### config.mk
export PLATFORM = sky130hd
export DESIGN_NAME = sum_feeder_flat
export DESIGN_NICKNAME = d
export VERILOG_FILES = /design/src/rtl/sum_feeder_if.sv /design/src/rtl/sum_feeder.sv /design/src/flat_wrapper.sv
export SDC_FILE = /design/constraint.sdc
export NUM_CORES = 1
export LEC_CHECK = 0
export ABC_AREA = 1
export BUFFER_PORTS_ARGS = -buffer_cell sky130_fd_sc_hd__buf_2
export CAP_MARGIN = 20
export CORE_MARGIN = 3
export CORE_UTILIZATION = 33
export CTS_BUF_LIST = sky130_fd_sc_hd__clkbuf_16
export DETAILED_ROUTE_END_ITERATION = 10
export PLACE_DENSITY = 0.52
export SLEW_MARGIN = 10
export SYNTH_ARGS = -nofsm -noshare
export SYNTH_HDL_FRONTEND = slang
export SYNTH_SLANG_ARGS = --single-unit
export TNS_END_PERCENT = 50
### constraint.sdc
create_clock -name clk -period 4.11 [get_ports clk]
set_clock_uncertainty 0.05 [all_clocks]
set_input_delay 0.411 -clock clk [delete_from_list [all_inputs] [get_ports clk]]
set_output_delay 0.411 -clock clk [all_outputs]
set_load 0.01 [all_outputs]
### src/rtl/sum_feeder_if.sv
// Bus bundle for sum_feeder: CSR slave port (s_*) and Avalon-MM master port (m_*).
// The master modport is the feeder's view; the slave modport is the CPU/memory side.
interface sum_feeder_if;
  logic [1:0]  s_address;
  logic        s_read;
  logic [31:0] s_readdata;
  logic        s_write;
  logic [31:0] s_writedata;

  logic [31:0] m_address;
  logic        m_read;
  logic        m_write;
  logic [31:0] m_writedata;
  logic [3:0]  m_byteenable;
  logic [31:0] m_readdata;
  logic        m_waitrequest;

  modport master (
    input  s_address, s_read, s_write, s_writedata, m_readdata, m_waitrequest,
    output s_readdata, m_address, m_read, m_write, m_writedata, m_byteenable
  );

  modport slave (
    output s_address, s_read, s_write, s_writedata, m_readdata, m_waitrequest,
    input  s_readdata, m_address, m_read, m_write, m_writedata, m_byteenable
  );
endinterface

### src/rtl/sum_feeder.sv
// Avalon-MM master that clears the byte-sum accumulator, streams LEN words from SRC into it,
// and latches the final sum into RESULT. CPU-facing CSRs: SRC, LEN, CTRL/STATUS, RESULT.
module sum_feeder #(
  parameter logic [31:0] ACC_BASE = 32'h0000_1000,
  parameter int          LEN_W    = 16
) (
  input  logic          clk,
  input  logic          reset,
  sum_feeder_if.master  bus
);

  // state     | meaning
  // ST_IDLE   | no transfer, master strobes low
  // ST_CLEAR  | writing 0 to the accumulator clear word
  // ST_FETCH  | reading source word at ptr
  // ST_PUSH   | writing the fetched word into the accumulator
  // ST_RESULT | reading back the accumulated sum
  typedef enum logic [2:0] {ST_IDLE, ST_CLEAR, ST_FETCH, ST_PUSH, ST_RESULT} state_t;

  state_t           state_q, state_d;
  logic [31:0]      src_q, src_d, ptr_q, ptr_d, word_q, word_d, result_q, result_d;
  logic [LEN_W-1:0] len_q, len_d, cnt_q, cnt_d;
  logic             busy_q, busy_d, done_q, done_d;
  logic [31:0]      m_address_q, m_address_d, m_writedata_q, m_writedata_d;
  logic             m_read_q, m_read_d, m_write_q, m_write_d;
  logic             accept;

  always_comb begin
    state_d       = state_q;
    src_d         = src_q;
    len_d         = len_q;
    cnt_d         = cnt_q;
    ptr_d         = ptr_q;
    word_d        = word_q;
    result_d      = result_q;
    busy_d        = busy_q;
    done_d        = done_q;
    m_address_d   = 32'h0;
    m_writedata_d = 32'h0;
    m_read_d      = 1'b0;
    m_write_d     = 1'b0;
    accept        = (m_read_q | m_write_q) & ~bus.m_waitrequest;

    // busy is only low in ST_IDLE, so START here never collides with the state case below
    if (bus.s_write && !busy_q) begin
      case (bus.s_address)
        2'd0: src_d = {bus.s_writedata[31:2], 2'b00};
        2'd1: len_d = bus.s_writedata[LEN_W-1:0];
        2'd2: if (bus.s_writedata[0]) begin
          busy_d  = 1'b1;
          done_d  = 1'b0;
          cnt_d   = '0;
          ptr_d   = src_q;
          state_d = ST_CLEAR;
        end
        default: ;
      endcase
    end

    case (state_q)
      ST_CLEAR: if (accept) state_d = (len_q != '0) ? ST_FETCH : ST_RESULT;
      ST_FETCH: if (accept) begin
        word_d  = bus.m_readdata;
        state_d = ST_PUSH;
      end
      ST_PUSH: if (accept) begin
        if (cnt_q == len_q - LEN_W'(1)) begin
          state_d = ST_RESULT;
        end else begin
          cnt_d   = cnt_q + LEN_W'(1);
          ptr_d   = ptr_q + 32'd4;
          state_d = ST_FETCH;
        end
      end
      ST_RESULT: if (accept) begin
        result_d = bus.m_readdata;
        busy_d   = 1'b0;
        done_d   = 1'b1;
        state_d  = ST_IDLE;
      end
      ST_IDLE: ;
      default: state_d = ST_IDLE;
    endcase

    // Strobes are decoded from the next state so they are registered and hold through stalls
    case (state_d)
      ST_CLEAR: begin
        m_write_d   = 1'b1;
        m_address_d = ACC_BASE + 32'd4;
      end
      ST_FETCH: begin
        m_read_d    = 1'b1;
        m_address_d = ptr_d;
      end
      ST_PUSH: begin
        m_write_d     = 1'b1;
        m_address_d   = ACC_BASE;
        m_writedata_d = word_d;
      end
      ST_RESULT: begin
        m_read_d    = 1'b1;
        m_address_d = ACC_BASE;
      end
      default: ;
    endcase
  end

  always_ff @(posedge clk) begin
    if (reset) begin
      state_q       <= ST_IDLE;
      src_q         <= 32'h0;
      len_q         <= '0;
      cnt_q         <= '0;
      ptr_q         <= 32'h0;
      word_q        <= 32'h0;
      result_q      <= 32'h0;
      busy_q        <= 1'b0;
      done_q        <= 1'b0;
      m_address_q   <= 32'h0;
      m_writedata_q <= 32'h0;
      m_read_q      <= 1'b0;
      m_write_q     <= 1'b0;
    end else begin
      state_q       <= state_d;
      src_q         <= src_d;
      len_q         <= len_d;
      cnt_q         <= cnt_d;
      ptr_q         <= ptr_d;
      word_q        <= word_d;
      result_q      <= result_d;
      busy_q        <= busy_d;
      done_q        <= done_d;
      m_address_q   <= m_address_d;
      m_writedata_q <= m_writedata_d;
      m_read_q      <= m_read_d;
      m_write_q     <= m_write_d;
    end
  end

  assign bus.m_address    = m_address_q;
  assign bus.m_writedata  = m_writedata_q;
  assign bus.m_read       = m_read_q;
  assign bus.m_write      = m_write_q;
  assign bus.m_byteenable = (m_read_q | m_write_q) ? 4'hF : 4'h0;

  always_comb begin
    bus.s_readdata = 32'h0;
    if (bus.s_read) begin
      case (bus.s_address)
        2'd0:    bus.s_readdata = src_q;
        2'd1:    bus.s_readdata = 32'(len_q);
        2'd2:    bus.s_readdata = {30'b0, done_q, busy_q};
        default: bus.s_readdata = result_q;
      endcase
    end
  end

endmodule

### src/flat_wrapper.sv
// flat-port wrapper written by rule: the top's interface ports become plain ports
module sum_feeder_flat 
#(
  parameter logic [31:0] ACC_BASE = 32'h0000_1000,
  parameter int          LEN_W    = 16
)
  (clk, reset, bus_s_address, bus_s_read, bus_s_write, bus_s_writedata, bus_m_readdata, bus_m_waitrequest, bus_s_readdata, bus_m_address, bus_m_read, bus_m_write, bus_m_writedata, bus_m_byteenable);
  sum_feeder_if bus_i ();
  input  logic clk;
  input  logic reset;
  input wire logic [$bits(bus_i.s_address)-1:0] bus_s_address;
  input wire logic [$bits(bus_i.s_read)-1:0] bus_s_read;
  input wire logic [$bits(bus_i.s_write)-1:0] bus_s_write;
  input wire logic [$bits(bus_i.s_writedata)-1:0] bus_s_writedata;
  input wire logic [$bits(bus_i.m_readdata)-1:0] bus_m_readdata;
  input wire logic [$bits(bus_i.m_waitrequest)-1:0] bus_m_waitrequest;
  output wire logic [$bits(bus_i.s_readdata)-1:0] bus_s_readdata;
  output wire logic [$bits(bus_i.m_address)-1:0] bus_m_address;
  output wire logic [$bits(bus_i.m_read)-1:0] bus_m_read;
  output wire logic [$bits(bus_i.m_write)-1:0] bus_m_write;
  output wire logic [$bits(bus_i.m_writedata)-1:0] bus_m_writedata;
  output wire logic [$bits(bus_i.m_byteenable)-1:0] bus_m_byteenable;
  assign bus_i.s_address = bus_s_address;
  assign bus_i.s_read = bus_s_read;
  assign bus_i.s_write = bus_s_write;
  assign bus_i.s_writedata = bus_s_writedata;
  assign bus_i.m_readdata = bus_m_readdata;
  assign bus_i.m_waitrequest = bus_m_waitrequest;
  assign bus_s_readdata = bus_i.s_readdata;
  assign bus_m_address = bus_i.m_address;
  assign bus_m_read = bus_i.m_read;
  assign bus_m_write = bus_i.m_write;
  assign bus_m_writedata = bus_i.m_writedata;
  assign bus_m_byteenable = bus_i.m_byteenable;
  sum_feeder #(.ACC_BASE(ACC_BASE), .LEN_W(LEN_W)) u_core (.clk(clk), .reset(reset), .bus(bus_i));
endmodule
==> results.md, run 1 <==
* # fillers at between 3,000 and 4,000
* Total CTS buffers at 28
* Die H at between 150 and 200 um
* Via density at about 4.9
* Post-synth ARST share at 0%
* Top Metal Used: met5
* DRC viols at 0
* Setup WS pre-CTS at between 0.7 and 0.8 ns
* Power share of the clock group at between 40 and 50%
* Pleak at a little under 6 nW
* Mapped Cells at 1,483
* Aggregate global routing overflow at 0
* Crit path time final at about 3.5 ns
* Pins Over Slew Limit at 0
* Metal-1 WL at about 15 mm
* Total Routing Usage GR at around a fifth
* Main synth FF type: dfxtp_1
* Worst setup margin at about 0.66 ns
* Clk buf depth at 3
* NetSw at about 0.0013 W
* Met3 wire length at between 2 and 2.5 mm
* Combinational cell fraction of total power at between 7 and 8%
* Critical setup path kind: flop to flop
* Net switching fraction of the power at between 20% and 30%
* Core area at roughly 31,000 um2
* Share of cells above drive strength 1 at 17.87%
* Count leader, synth: nand2_1
* RSZ-0062 raised after global routing: false
* Worst IR drop on VDD at between 300 and 400 uV
* Post-synthesis cell type count at 42
* RR Startpoint: u_core.len_q[0]$_SDFFE_PP0P_
* Final Hold Fails at 0
* Layout Area Growth over Synthesis at 20.61%
* Sink Count at ~230
* R2r setup slk at about 0.66 ns
* Buffers on Ports at 172
* RR Endpoint: u_core.bus.m_address[2]$_SDFF_PP0_
* Routed WL at about 34 mm
* Synth warn at 0
* Io pins at between 150 and 200
* Clk root buf: clkbuf_16
* Slew headroom at around 37%
* WL/cell at between 15 and 20 um
* 1st-iter DRT viols at about 870
* Slowest CP cell: nand2_4
* Req. time, crit path at between 4 and 5 ns
* Reg clk slew, reported paths at 0.06 ns
* Post-layout util at around two fifths
* Final non-filler cell area at 12,780 um2
* Sequential share of power at a little over two fifths
* Cells on worst reg2reg path at 18
* CP arrival at roughly 3.8 ns
* Worst-Skew Late Latency at just under 0.6 ns
* Max Clk Rate at 289.6 MHz
* # nets final at about 1,700
* Top cells by area, synth: dfxtp_1 43%, nand2_1 9.3%, nor2_1 8.7%, o21ai_0 5.6%, inv_1 5.3%
* CP endpoint kind: flop
* Syn nets at around 1,600
* First-pass GRT wire length at 53.70 mm
* Share of the synthesized area in the top cell type at ~43%
* Outcome: complete, no violations
* Metal2 WL at around 16 mm
* Worst-path maximum fanout at 47
* Worst Hold Class: input pin to flop
* Die W at between 150 and 200 um
* Synth area leader: dfxtp_1
* GP Congestion at between 0.9 and 1
* Initial antenna violation count at 3
* Worst-margin pin slew at between 0.9 and 1 ns
* Most used cell along the critical path: nand2_1
* Starting Density at 34.03%
* Fin Setup TNS at 0 ns
* Netlist Area Pre-Place at 10,600 um2
* Total of max-cap violations at 0
* Vias in the first global route at ~9,600
* Critical Path Source Type: flop
* Hold_sp: bus_s_writedata[26]
* Pre-antenna DRT Iters at 5
* Critical-path cell list: inv_2, ha_1, inv_1, nor2_1, nand3_2, o21bai_1, nand2_1, nor2_1, nand2_1, nor2_2, nand4_4, nand2_4, nand2_1, nand2_1, buf_4, inv_1, nand2_1, nand2_1
* Total chip power at around 0.0053 W
* Fraction of the yosys area taken by sequential cells at between 40% and 50%
* CTS tree: built
* Commonest cells post-synth: 263 x nand2_1, 245 x nor2_1, 229 x dfxtp_1
* CP max stage delay at around 0.55 ns
* Syn Area/Cell at between 7 and 8 um2
* Die area at approximately 34,000 um2
* DR vias at between 10,000 and 15,000
* Cell Pwr Density at between 400 and 500 nW/um2
* Post-DRT Antenna Nets at 0
* Detailed placer's ending HPWL at roughly 25 mm
* FF+latch count, synth at 229
* Final setup fails at 0
* WHS Path Cells at 3
* Final period utilization at 84.01%
* Hold Path End: u_core.src_q[26]$_SDFFE_PP0P_
* Largest net degree at the start of global routing at 85
* Placed inst area at 11,690 um2
* H-tree Lvls at 1
* Internal power at between 0.003 and 0.004 W
* EDFF count, synth at 0
* Core Rows at 64
## logic make-up (layout without fill, tap and decap cells)
| kind of cell | count (synthesis) | count (layout) | synth area share (%) |
|---|---|---|---|
| DFF | 229 | 229 | 43.25 |
| adders and majority gates | 4 | 4 | 0.4486 |
| xor gates and xnor gates | 36 | 36 | 2.974 |
| muxes | 31 | 31 | 2.927 |
| AOI/OAI and AO/OA | 203 | 203 | 10.08 |
| other | 0 | 1 | 0 |
| and+or+nand+nor | 741 | 741 | 31.07 |
| buffers and inverters | 239 | 401 | 9.254 |
## power groups by stage
stage               registers (W)  clock network [W]  logic [W]
floorplan                 0.00232                  0   0.000246
global placement          0.00234                  0   0.000368
detailed placement        0.00234                  0   0.000369
CTS                       0.00229            0.00265   0.000375
global route              0.00229            0.00275   0.000428
finish                    0.00229            0.00259   0.000379
## cell usage in the layout, fill, tap and decap left out, types with 4 or more instances in the layout
master / n
nand4_1: 14
inv_1: 155
o221ai_1: 5
nand2_2: 19
nor2_1: 243
clkinv_2: 4
nand2_1: 262
nor3_1: 49
nor2_4: 4
clkinv_1: 5
nand3_2: 16
inv_2: 5
dlygate4sd3_1: 6
o211ai_1: 9
nand3_1: 101
mux2i_1: 31
buf_2: 172
bufinv_16: 5
o21ai_0: 118
nor4_1: 6
xor2_1: 31
dfxtp_1: 229
clkbuf_16: 28
and2_1: 4
buf_4: 11
a21oi_1: 66
xnor2_1: 5
nor2_2: 12
## what timing repair did
| action | 4_1_cts | 5_1_grt |
|---|---|---|
| gates resized for setup | 0 | 0 |
| buffers inserted | 0 | 0 |
| endpoints found under the hold margin | 6 | 0 |
| hold buffers | 6 | 0 |
## metal layers
layer	track usage (%)	vias to the layer above
met5	0	-
met4	3.902	4
met3	4.438	42
met2	32.25	272
met1	26.85	4667
li1	-	5032
## flip-flops by register name, summed over array words and instances, names as in the netlist, 3 cells and up
name / flops
u_core.bus.m_address: 32
u_core.bus.m_writedata: 32
u_core.ptr_q: 32
u_core.result_q: 32
u_core.word_q: 32
u_core.src_q: 30
u_core.cnt_q: 16
u_core.len_q: 16
u_core.state_q: 3
## critical path: cells and delay by family (launching register included)
| family | cells | cell delay, ns |
|---|---|---|
| AOI/OAI and AO/OA | 1 | 0.16 |
| DFF | 1 | 0.34 |
| adders and majority gates | 1 | 0.21 |
| buffers and inverters | 4 | 0.57 |
| and+or+nand+nor | 12 | 1.94 |
## stage by stage
step / instances / hold slack, ns
finish: 2042 / 0.02228
global route: 2041 / 0.02412
CTS: 2039 / 0.005933
detailed placement: 1981 / 0.3772
global placement: 1980 / 0.3741
floorplan: 1483 / 0.3671
## worst max-delay path by stage
| stage | startpoint | endpoint | slack, ns | depth (start not counted) |
|---|---|---|---|---|
| 2_1_floorplan | u_core.len_q[0]$_SDFFE_PP0P_ | u_core.bus.m_address[22]$_SDFF_PP0_ | 1.96 | 18 |
| 3_3_place_gp | u_core.len_q[0]$_SDFFE_PP0P_ | u_core.bus.m_address[2]$_SDFF_PP0_ | 0.77 | 18 |
| 3_5_place_dp | u_core.len_q[0]$_SDFFE_PP0P_ | u_core.bus.m_address[2]$_SDFF_PP0_ | 0.75 | 18 |
| 4_1_cts | u_core.len_q[0]$_SDFFE_PP0P_ | u_core.bus.m_address[2]$_SDFF_PP0_ | 0.68 | 18 |
| 5_1_grt | u_core.len_q[0]$_SDFFE_PP0P_ | u_core.bus.m_address[2]$_SDFF_PP0_ | 0.23 | 18 |
| 6_report | u_core.len_q[0]$_SDFFE_PP0P_ | u_core.bus.m_address[2]$_SDFF_PP0_ | 0.66 | 18 |
## cell type report
class | instances | area (um2) | area share (%)
timing repair buffer | 192 | 1079 | 8.436
antenna | 1 | 2.502 | 0.01957
clock buffer | 28 | 700.7 | 5.481
inverter | 157 | 594.3 | 4.649
sequential | 229 | 4584 | 35.86
tap | 396 | 495.5 | 3.876
clock inverter | 24 | 281.5 | 2.202
multi-input combinational | 1015 | 5047 | 39.48
(Power assumes the default switching activity.)
==> run 2: changes to the inputs <==
Clock period 4.11 ns to 3.2 ns, I/O delays scaled along.
==> run 2 against run 1 <==
Net effect: sequential power increased by 28%; non-clock buffer count up 53; via count increased by 1.6%; first-iteration DRC count down 34%; routed wire length about the same; largest power group unchanged.
==> results.md, run 2 (same netlist as run 1, synthesis figures left out) <==
* Met3 usage at 4.321% (-0.12 points)
* Starting Density at 34.03% (unchanged)
* Worst Hold Class: input pin to flop
* Commonest non-fill, non-tap cell in the layout: nand2_1
* Die H at 185.2 um (unchanged)
* Routed WL at 34.10 mm (about the same)
* Worst-Skew Late Latency at 0.54 ns (-0.04 ns)
* Net switching fraction of the power at 24.53% (-0.53 points)
* Internal power at 0.004933 W (+25%)
* R2r setup slk at 0.51 ns (-0.15 ns)
* Pre-antenna DRT Iters at 5 (unchanged)
* Pleak at 6.037 nW (+3.0%)
* NetSw at 0.001603 W (+22%)
* Max Clk Rate at 371.3 MHz (+28%)
* # fillers at 3,192 (-3.4%)
* H-tree Lvls at 1 (unchanged)
* Die W at 185.2 um (unchanged)
* Total chip power at 0.006536 W (+24%)
* Pins Over Slew Limit at 0 (unchanged)
* Total Routing Usage GR at 19.51% (-0.20 points)
* Storage cell area at 4584 um2 (unchanged)
* Share of cells above drive strength 1 at 17.73% (-0.14 points)
* Initial antenna violation count at 1 (-2)
* # nets final at 1,749 (+3.1%)
* GP Congestion at 0.8819 (-4.0%)
* Hold_buf cts at 50 (+44)
* Worst-path maximum fanout at 28 (-40%)
* Reg clk slew, reported paths at 0.06 ns (about the same)
* Crit path time final at 2.693 ns (-0.7593 ns)
* RR Startpoint: u_core.len_q[0]$_SDFFE_PP0P_
* GRT busiest layer: met2
* Core area at 31,150 um2 (unchanged)
* Multi-input logic area at 5047 um2 (unchanged)
* Worst-margin pin slew at 0.8732 ns (-0.06517 ns)
* Diode count at 0 (-1)
* Aggregate global routing overflow at 0 (unchanged)
* WL/cell at 16.33 um (-2.3%)
* Power share of the clock group at 46.9% (-2.4 points)
* Hold Path End: u_core.result_q[28]$_SDFFE_PP0P_
* Outcome: complete, no violations
* Total CTS buffers at 27 (-3.6%)
* Hold_sp: bus_m_readdata[28]
* Critical setup path kind: flop to flop
* DR vias at 10,170 (+1.6%)
* Post-cts resize count at 0 (unchanged)
* Cells on worst reg2reg path at 17 (-1)
* CP endpoint kind: flop
* Worst IR drop on VDD at 437.7 uV (+20%)
* 1st-iter DRT viols at 573 (-34%)
* Sequential share of power at 45.0% (+1.5 points)
* Via density at 4.872 (-0.68%)
* Slew headroom at 41.79% (+4.3 points)
* Io pins at 173 (unchanged)
* Largest net degree at the start of global routing at 82 (-3.5%)
* Layout Area Growth over Synthesis at 24.42%
* WHS Path Cells at 3 (unchanged)
* M1 GR Usage at 25.66% (-1.2 points)
* RR Endpoint: u_core.bus.m_address[3]$_SDFF_PP0_
* Die area at 34,310 um2 (unchanged)
* Req. time, crit path at 3.60 ns (-0.88 ns)
* Commonest non-fill, non-tap cells in the layout: 262 x nand2_1, 243 x nor2_1, 229 x dfxtp_1
* Detailed placer's ending HPWL at 24.95 mm (+0.40%)
* Met2 usage at 31.99% (-0.26 points)
* Buffers on Ports at 172 (unchanged)
* Total of max-cap violations at 0 (unchanged)
* Post-DRT Antenna Nets at 0 (unchanged)
* Final setup fails at 0 (unchanged)
* Fin Setup TNS at 0 ns (unchanged)
* Clk root buf: clkbuf_16
* Critical Path Source Type: flop
* Hold Slack at 0.01408 ns (-0.008202 ns)
* CTS tree: built
* Sink Count at 229 (unchanged)
* Vias in the first global route at 9,852 (+2.6%)
* Final Hold Fails at 0 (unchanged)
* Clk buf depth at 3 (unchanged)
* DRC viols at 0 (unchanged)
* Combinational cell fraction of total power at 8.1% (+0.9 points)
* Cell Pwr Density at 495.6 nW/um2 (+21%)
* First-pass GRT wire length at 53.83 mm (+0.24%)
* Core Rows at 64 (unchanged)
* Post-CTS setup buffer count at 0 (unchanged)
* RSZ-0062 raised after global routing: false
* CP arrival at 3.09 ns (-0.74 ns)
* Final period utilization at 84.17% (+0.16 points)
run 2: critical path, stage by stage, from the launching register on:
cell     delay (ns)
dfxtp_1        0.34
inv_2          0.11
ha_1           0.21
inv_1          0.07
nor2_1         0.11
nand3_2        0.11
nor2_1         0.14
nor2_1         0.06
nor2_1         0.10
nand2_1        0.06
nor2_2         0.16
nand4_4        0.12
nand2_4        0.23
buf_12         0.23
inv_6          0.14
nand2_1        0.09
nand3_1        0.10
nor2_1         0.15
run 2: power groups by stage:
| stage | sequential (W) | clock [W] | combinational (W) |
|---|---|---|---|
| floorplan | 0.00298 | 0 | 0.000316 |
| global placement | 0.00300 | 0 | 0.000478 |
| detailed placement | 0.00300 | 0 | 0.000477 |
| CTS | 0.00294 | 0.00316 | 0.000528 |
| global route | 0.00294 | 0.00329 | 0.000590 |
| finish | 0.00294 | 0.00307 | 0.000529 |
run 2: cell type report:
type	count	share of cell area [%]
clock inverter	19	1.518
clock buffer	27	5.123
timing repair buffer	245	12.07
tap	396	3.757
multi-input combinational	1015	38.27
inverter	157	4.506
sequential	229	34.76
run 2: through the flow:
stage	worst slack, ns	area, um2	util (%)	std cells
after floorplan	1.050	10600	-	1483
after global placement	0.5863	11790	37.83	1991
after detailed placement	0.5376	11810	37.92	1992
after CTS	0.5100	13190	42.34	2088
after global routing	0.1532	13190	42.34	2088
final	0.5066	13190	42.34	2088
run 2: worst max path at each step:
stage,start,to,slack (ns),cells after the start
after global placement,u_core.len_q[0]$_SDFFE_PP0P_,u_core.bus.m_writedata[29]$_SDFF_PP0_,0.59,16
final,u_core.len_q[0]$_SDFFE_PP0P_,u_core.bus.m_address[3]$_SDFF_PP0_,0.51,17
after global routing,u_core.len_q[1]$_SDFFE_PP0P_,u_core.bus.m_writedata[29]$_SDFF_PP0_,0.15,18
after detailed placement,u_core.len_q[0]$_SDFFE_PP0P_,u_core.bus.m_address[3]$_SDFF_PP0_,0.54,17
after floorplan,u_core.len_q[0]$_SDFFE_PP0P_,u_core.bus.m_address[22]$_SDFF_PP0_,1.05,18
after CTS,u_core.len_q[0]$_SDFFE_PP0P_,u_core.bus.m_address[3]$_SDFF_PP0_,0.51,17
run 2: per-layer routing:
metal,vias up,share of wire [%]
met4,2,2.9
met1,4716,46
met3,64,6.3
li1,5121,-
met2,270,45
met5,-,0.038
